[config.mk]
export PLATFORM = sky130hd
export DESIGN_NAME = mem_issue_queue_flat
export DESIGN_NICKNAME = d
export VERILOG_FILES = /design/src/rtl/mem_issue_queue_if.sv /design/src/rtl/mem_issue_queue.sv /design/src/flat_wrapper.sv
export SDC_FILE = /design/constraint.sdc
export NUM_CORES = 1
export LEC_CHECK = 0
export BUFFER_PORTS_ARGS = -buffer_cell sky130_fd_sc_hd__buf_2
export CORE_MARGIN = 1
export CORE_UTILIZATION = 60
export DETAILED_ROUTE_END_ITERATION = 8
export GPL_TIMING_DRIVEN = 1
export PLACE_DENSITY = 0.79
export SYNTH_ARGS = -nofsm -noshare
export SYNTH_HDL_FRONTEND = slang
export SYNTH_SLANG_ARGS = --single-unit
[constraint.sdc]
create_clock -name clk -period 22.5 [get_ports clk]
set_input_delay 1.125 -clock clk [delete_from_list [all_inputs] [get_ports clk]]
set_output_delay 1.125 -clock clk [all_outputs]
set_load 0.05 [all_outputs]
[src/rtl/mem_issue_queue_if.sv]
// Bundle connecting mem_issue_queue to dispatch, writeback wakeup and the AGU.
// The queue is the slave; the surrounding pipeline (or bench) is the master.
interface mem_issue_queue_if #(
    parameter int DEPTH     = 8,
    parameter int PREG_W    = 6,
    parameter int PAYLOAD_W = 64
);
    localparam int OCC_W = $clog2(DEPTH) + 1;

    // valid/ready: a transfer happens on a rising clk edge where both are high;
    // the offering side holds its data stable while valid is high and ready low.
    logic                 flush;
    logic                 dispatch_valid;
    logic                 dispatch_ready;
    logic [PREG_W-1:0]    dispatch_src1_preg;
    logic                 dispatch_src1_rdy;
    logic [PREG_W-1:0]    dispatch_src2_preg;
    logic                 dispatch_src2_rdy;
    logic [PAYLOAD_W-1:0] dispatch_payload;
    logic                 wakeup0_valid;
    logic [PREG_W-1:0]    wakeup0_preg;
    logic                 wakeup1_valid;
    logic [PREG_W-1:0]    wakeup1_preg;
    logic                 issue_valid;
    logic                 agu_allowin;
    logic [PREG_W-1:0]    issue_src1_preg;
    logic [PREG_W-1:0]    issue_src2_preg;
    logic [PAYLOAD_W-1:0] issue_payload;
    logic [OCC_W-1:0]     occupancy;

    modport master (
        output flush, dispatch_valid, dispatch_src1_preg, dispatch_src1_rdy,
               dispatch_src2_preg, dispatch_src2_rdy, dispatch_payload,
               wakeup0_valid, wakeup0_preg, wakeup1_valid, wakeup1_preg, agu_allowin,
        input  dispatch_ready, issue_valid, issue_src1_preg, issue_src2_preg,
               issue_payload, occupancy
    );

    modport slave (
        input  flush, dispatch_valid, dispatch_src1_preg, dispatch_src1_rdy,
               dispatch_src2_preg, dispatch_src2_rdy, dispatch_payload,
               wakeup0_valid, wakeup0_preg, wakeup1_valid, wakeup1_preg, agu_allowin,
        output dispatch_ready, issue_valid, issue_src1_preg, issue_src2_preg,
               issue_payload, occupancy
    );
endinterface

[src/rtl/mem_issue_queue.sv]
// In-order load/store issue queue with two-port wakeup; only the head may issue.
// Optional same-cycle bypass into the AGU when empty: define MEMQ_BYPASS_EN.
module mem_issue_queue #(
    parameter int DEPTH     = 8,
    parameter int PREG_W    = 6,
    parameter int PAYLOAD_W = 64
) (
    input logic clk,
    input logic reset,
    mem_issue_queue_if.slave q
);
    localparam int PTR_W = $clog2(DEPTH);
    localparam int OCC_W = PTR_W + 1;

    logic [PREG_W-1:0]    src1_q [DEPTH];
    logic [PREG_W-1:0]    src1_d [DEPTH];
    logic [PREG_W-1:0]    src2_q [DEPTH];
    logic [PREG_W-1:0]    src2_d [DEPTH];
    logic [PAYLOAD_W-1:0] pl_q   [DEPTH];
    logic [PAYLOAD_W-1:0] pl_d   [DEPTH];
    logic [DEPTH-1:0]     rdy1_q, rdy1_d, rdy2_q, rdy2_d;
    logic [PTR_W-1:0]     head_q, head_d, tail_q, tail_d;
    logic [OCC_W-1:0]     occ_q, occ_d;

    logic disp_rdy1, disp_rdy2, head_ready, bypass, disp_fire, push, pop;

    function automatic logic woke(input logic [PREG_W-1:0] tag,
                                  input logic w0v, input logic [PREG_W-1:0] w0p,
                                  input logic w1v, input logic [PREG_W-1:0] w1p);
        return (w0v && (w0p == tag)) || (w1v && (w1p == tag));
    endfunction

    always_comb begin
        // Tag 0 is the zero register and never waits.
        disp_rdy1 = (q.dispatch_src1_preg == '0) || q.dispatch_src1_rdy ||
                    woke(q.dispatch_src1_preg, q.wakeup0_valid, q.wakeup0_preg,
                         q.wakeup1_valid, q.wakeup1_preg);
        disp_rdy2 = (q.dispatch_src2_preg == '0) || q.dispatch_src2_rdy ||
                    woke(q.dispatch_src2_preg, q.wakeup0_valid, q.wakeup0_preg,
                         q.wakeup1_valid, q.wakeup1_preg);
        head_ready = (occ_q != '0) && rdy1_q[head_q] && rdy2_q[head_q];

        q.dispatch_ready  = occ_q < OCC_W'(DEPTH);
        q.occupancy       = occ_q;
        q.issue_valid     = head_ready;
        q.issue_src1_preg = (occ_q != '0) ? src1_q[head_q] : '0;
        q.issue_src2_preg = (occ_q != '0) ? src2_q[head_q] : '0;
        q.issue_payload   = (occ_q != '0) ? pl_q[head_q]   : '0;
        bypass            = 1'b0;
`ifdef MEMQ_BYPASS_EN
        if ((occ_q == '0) && q.dispatch_valid && disp_rdy1 && disp_rdy2 &&
            !q.flush && !reset) begin
            bypass            = 1'b1;
            q.issue_valid     = 1'b1;
            q.issue_src1_preg = q.dispatch_src1_preg;
            q.issue_src2_preg = q.dispatch_src2_preg;
            q.issue_payload   = q.dispatch_payload;
        end
`endif
        disp_fire = q.dispatch_valid && q.dispatch_ready;
        pop       = head_ready && q.agu_allowin;
        // A bypassed op that the AGU takes never occupies a slot.
        push      = disp_fire && !(bypass && q.agu_allowin);
    end

    always_comb begin
        src1_d = src1_q;
        src2_d = src2_q;
        pl_d   = pl_q;
        rdy1_d = rdy1_q;
        rdy2_d = rdy2_q;
        for (int i = 0; i < DEPTH; i++) begin
            if (woke(src1_q[i], q.wakeup0_valid, q.wakeup0_preg, q.wakeup1_valid, q.wakeup1_preg))
                rdy1_d[i] = 1'b1;
            if (woke(src2_q[i], q.wakeup0_valid, q.wakeup0_preg, q.wakeup1_valid, q.wakeup1_preg))
                rdy2_d[i] = 1'b1;
        end
        if (push) begin
            src1_d[tail_q] = q.dispatch_src1_preg;
            src2_d[tail_q] = q.dispatch_src2_preg;
            pl_d[tail_q]   = q.dispatch_payload;
            rdy1_d[tail_q] = disp_rdy1;
            rdy2_d[tail_q] = disp_rdy2;
        end

        head_d = head_q + PTR_W'(pop);
        tail_d = tail_q + PTR_W'(push);
        occ_d  = occ_q + OCC_W'(push) - OCC_W'(pop);
        if (q.flush) begin
            head_d = '0;
            tail_d = '0;
            occ_d  = '0;
        end
    end

    always_ff @(posedge clk) begin
        if (reset) begin
            head_q <= '0;
            tail_q <= '0;
            occ_q  <= '0;
        end else begin
            head_q <= head_d;
            tail_q <= tail_d;
            occ_q  <= occ_d;
        end
    end

    // Entry contents need no reset: occupancy alone decides what is valid.
    always_ff @(posedge clk) begin
        src1_q <= src1_d;
        src2_q <= src2_d;
        pl_q   <= pl_d;
        rdy1_q <= rdy1_d;
        rdy2_q <= rdy2_d;
    end
endmodule

[src/flat_wrapper.sv]
// flat-port wrapper written by rule: the top's interface ports become plain ports
module mem_issue_queue_flat 
#(
    parameter int DEPTH     = 8,
    parameter int PREG_W    = 6,
    parameter int PAYLOAD_W = 64
)
  (clk, reset, q_flush, q_dispatch_valid, q_dispatch_src1_preg, q_dispatch_src1_rdy, q_dispatch_src2_preg, q_dispatch_src2_rdy, q_dispatch_payload, q_wakeup0_valid, q_wakeup0_preg, q_wakeup1_valid, q_wakeup1_preg, q_agu_allowin, q_dispatch_ready, q_issue_valid, q_issue_src1_preg, q_issue_src2_preg, q_issue_payload, q_occupancy);
  mem_issue_queue_if #(.DEPTH(DEPTH), .PREG_W(PREG_W), .PAYLOAD_W(PAYLOAD_W)) q_i ();
  input logic clk;
  input logic reset;
  input wire logic [$bits(q_i.flush)-1:0] q_flush;
  input wire logic [$bits(q_i.dispatch_valid)-1:0] q_dispatch_valid;
  input wire logic [$bits(q_i.dispatch_src1_preg)-1:0] q_dispatch_src1_preg;
  input wire logic [$bits(q_i.dispatch_src1_rdy)-1:0] q_dispatch_src1_rdy;
  input wire logic [$bits(q_i.dispatch_src2_preg)-1:0] q_dispatch_src2_preg;
  input wire logic [$bits(q_i.dispatch_src2_rdy)-1:0] q_dispatch_src2_rdy;
  input wire logic [$bits(q_i.dispatch_payload)-1:0] q_dispatch_payload;
  input wire logic [$bits(q_i.wakeup0_valid)-1:0] q_wakeup0_valid;
  input wire logic [$bits(q_i.wakeup0_preg)-1:0] q_wakeup0_preg;
  input wire logic [$bits(q_i.wakeup1_valid)-1:0] q_wakeup1_valid;
  input wire logic [$bits(q_i.wakeup1_preg)-1:0] q_wakeup1_preg;
  input wire logic [$bits(q_i.agu_allowin)-1:0] q_agu_allowin;
  output wire logic [$bits(q_i.dispatch_ready)-1:0] q_dispatch_ready;
  output wire logic [$bits(q_i.issue_valid)-1:0] q_issue_valid;
  output wire logic [$bits(q_i.issue_src1_preg)-1:0] q_issue_src1_preg;
  output wire logic [$bits(q_i.issue_src2_preg)-1:0] q_issue_src2_preg;
  output wire logic [$bits(q_i.issue_payload)-1:0] q_issue_payload;
  output wire logic [$bits(q_i.occupancy)-1:0] q_occupancy;
  assign q_i.flush = q_flush;
  assign q_i.dispatch_valid = q_dispatch_valid;
  assign q_i.dispatch_src1_preg = q_dispatch_src1_preg;
  assign q_i.dispatch_src1_rdy = q_dispatch_src1_rdy;
  assign q_i.dispatch_src2_preg = q_dispatch_src2_preg;
  assign q_i.dispatch_src2_rdy = q_dispatch_src2_rdy;
  assign q_i.dispatch_payload = q_dispatch_payload;
  assign q_i.wakeup0_valid = q_wakeup0_valid;
  assign q_i.wakeup0_preg = q_wakeup0_preg;
  assign q_i.wakeup1_valid = q_wakeup1_valid;
  assign q_i.wakeup1_preg = q_wakeup1_preg;
  assign q_i.agu_allowin = q_agu_allowin;
  assign q_dispatch_ready = q_i.dispatch_ready;
  assign q_issue_valid = q_i.issue_valid;
  assign q_issue_src1_preg = q_i.issue_src1_preg;
  assign q_issue_src2_preg = q_i.issue_src2_preg;
  assign q_issue_payload = q_i.issue_payload;
  assign q_occupancy = q_i.occupancy;
  mem_issue_queue #(.DEPTH(DEPTH), .PREG_W(PREG_W), .PAYLOAD_W(PAYLOAD_W)) u_core (.clk(clk), .reset(reset), .q(q_i));
endmodule
==> impl_metrics.json <==
{
  "outcome": "finished, final reports clean",
  "nets": 1695,
  "path_cells": "buf_4 -> buf_4 -> mux4_2 -> mux2i_1 -> nor2_1 -> buf_2",
  "fp.dieArea_um2": 45400,
  "power.density_nw_per_um2": 89.5,
  "fin_worst_hold_slack_ns": 0.531,
  "gr-total-overflow": 0,
  "synth_compound_area_frac": 0.00402,
  "reg2reg_depth": 9,
  "ios": 179,
  "critPathKind": "reg2out",
  "avgViaCountPerCell": 6.23,
  "worst_slew_margin_rel": 0.259,
  "cts_buffer_depth": 3,
  "synth_xor_area_frac": 0.0721,
  "initial_utilization": 0.614,
  "drtIter0Drc": 1109,
  "cts.clk_slew.worst_paths_ns": 0.06,
  "avgSynthCellArea_um2": 19.0,
  "period_needed_ns": 5.14,
  "async_reset_ff_frac": 0,
  "synth-edff-count": 608,
  "critPathRequiredTime_ns": 21.38,
  "setup_viol": 0,
  "ys_seq_elements": 634,
  "coreArea_um2": 43600,
  "fin_crit_sh": 0.228,
  "numCtsBuffers": 60,
  "worstSkewPairLatency_ns": 0.64,
  "slew_violations": 0,
  "cts_resized": 0,
  "clock-sinks": 634,
  "rsz0062_at_grt": "false",
  "netlist.area_leader.share": 0.683,
  "port_buffers": 178,
  "synth_ff_type": "edfxtp_1",
  "place_ws_ns": 17.97,
  "power_leakage_nw": 9.65,
  "cts-root-buf": "clkbuf_16",
  "yosys.cell_types.count": 31,
  "vias": 13900,
  "grt_max_degree": 133,
  "grt.total_usage": 0.272,
  "cap_violations": 0,
  "cp_common_cell": "buf_4",
  "ir_drop_v": 0.0000710,
  "syn2layout_area_growth_pct": 12.9,
  "whs_path_depth": 2,
  "startpoint_type": "flip-flop",
  "gp_congestion": 0.868,
  "crit_arrival_ns": 4.01,
  "synth_top_family_by_area": "multiplexers",
  "synth.top_cells.by_area": "edfxtp_1, mux4_2, xnor2_1, xor2_1, mux2i_1",
  "wl_per_cell_um": 26.8,
  "synth.cell_area_um2": 26700,
  "cts_tree": "built",
  "cp-end-kind": "output pin",
  "ant_nets": 0,
  "ctsHoldBuffers": 0,
  "yosys_warnings": 0,
  "fin_util": 0.693,
  "drive_gt1_frac": 0.278,
  "die_y_um": 213,
  "cpMaxStageDelayCell": "buf_4",
  "synthSimpleGateAreaFrac": 0.0407,
  "post-synth-top-area-cell": "edfxtp_1",
  "tns_ns": 0,
  "fmax_ghz": 0.195,
  "htreeDepth": 2,
  "synth-seq-area-share": 0.702,
  "grt_pass1_wl_um": 89200,
  "hold_path_class": "reg2reg",
  "grt_pass1_vias": 14600,
  "dieWidth_um": 213,
  "synthCells": 1407,
  "cts_setup_buffers": 0,
  "syn_nets": 1514,
  "cpPeakStageDelay_ns": 0.93,
  "dpl.hpwl_um": 33000,
  "drc_errors": 0,
  "drt_pass1_iterations": 5,
  "rows": 76,
  "skew_ns": 0.0199,
  "cp_max_fo": 78,
  "worst_pin_slew_ns": 1.11,
  "synth_fa_ha_area_frac": 0.00496,
  "final-hold-violation-count": 0,
  "layout_setup_ws_ns": 17.36,
  "antenna_found_initial": 6,
  "synth_mux_area_frac": 0.158,
  "wl_um": 59600
}
-- Yosys cell counts (6+ instances only) --
library cell / number
nand2_1: 6
buf_4: 7
and2_1: 6
nor3_1: 9
inv_1: 6
xnor2_1: 112
dfxtp_1: 26
xor2_1: 108
buf_6: 11
clkbuf_1: 23
nand4_1: 36
a21oi_1: 16
mux4_2: 153
nor4_1: 51
nor2_1: 79
buf_2: 37
mux2i_1: 77
ha_1: 9
edfxtp_1: 608
-- worst paths after layout --
check | from | to | slack (ns)
max | u_core.head_q[1] | q_issue_payload[19] | 17.36
min | u_core.rdy2_q[3] | u_core.rdy2_q[3] | 0.53
max reg2reg | u_core.head_q[2] | u_core.q.occupancy[2] | 18.50
min reg2reg | u_core.rdy2_q[3] | u_core.rdy2_q[3] | 0.53
-- final cells by class --
| class | instances | area (um^2) |
|---|---|---|
| fillers | 2767 | 13400 |
| repair buffers | 201 | 1080 |
| clock inverters | 45 | 497 |
| well taps | 585 | 732 |
| diodes | 2 | 5.00 |
| flip-flops and latches | 634 | 18800 |
| multi-input cells | 685 | 7520 |
| clock buffers | 69 | 1540 |
| inverters | 6 | 22.5 |
-- stage by stage --
stage / std cells / instance area, um^2 / total power, mW
detailed placement: 2111 / 28100 / 1.69
CTS: 2225 / 30200 / 2.72
global route: 2226 / 30200 / 2.78
global placement: 2111 / 28100 / 1.69
floorplan: 1407 / 26700 / 1.60
finish: 2227 / 30200 / 2.70
-- flip-flops by register name (all words and copies together), names as in the netlist --
| signal | count |
|---|---|
| u_core.pl_q | 512 |
| u_core.src1_q | 48 |
| u_core.src2_q | 48 |
| u_core.rdy1_q | 8 |
| u_core.rdy2_q | 8 |
| u_core.q.occupancy | 4 |
| u_core.head_q | 3 |
| u_core.tail_q | 3 |
-- metal layers --
| layer | vias up | share of wire | GRT usage |
|---|---|---|---|
| met4 | 8 | 0.027 | 0.0953 |
| met2 | 556 | 0.51 | 0.456 |
| met1 | 7228 | 0.39 | 0.360 |
| met3 | 121 | 0.071 | 0.0500 |
| li1 | 5969 | - | - |
| met5 | - | 0.00092 | 0 |
-- worst max-delay path: cells and delay by family (launching register included) --
| kind | cells | cell delay (ns) |
|---|---|---|
| buffers and inverters | 3 | 1.90 |
| DFF | 1 | 0.66 |
| muxes | 2 | 0.44 |
| and+or+nand+nor | 1 | 0.25 |
-- power by group --
part	switching [mW]	internal [mW]
registers	0.0175	1.33
clock network	0.429	0.604
logic	0.233	0.0904
-- cells by family (layout without fill, tap and decap cells) --
family | after synthesis | after routing
adders and majority gates | 10 | 10
other | 0 | 2
xor gates and xnor gates | 220 | 220
and+or+nand+nor | 204 | 204
buffers and inverters | 88 | 321
AOI/OAI and AO/OA | 21 | 21
DFF | 634 | 634
muxes | 230 | 230
-- placed cells by master, fill, tap and decap left out, types with 36 or more instances in the layout --
cell type	count
clkbuf_16	60
nor4_1	51
mux2i_1	77
xor2_1	108
nor2_1	77
mux4_2	153
xnor2_1	112
buf_2	178
edfxtp_1	608
nand4_1	36
Power figures use the tool's default switching activity.
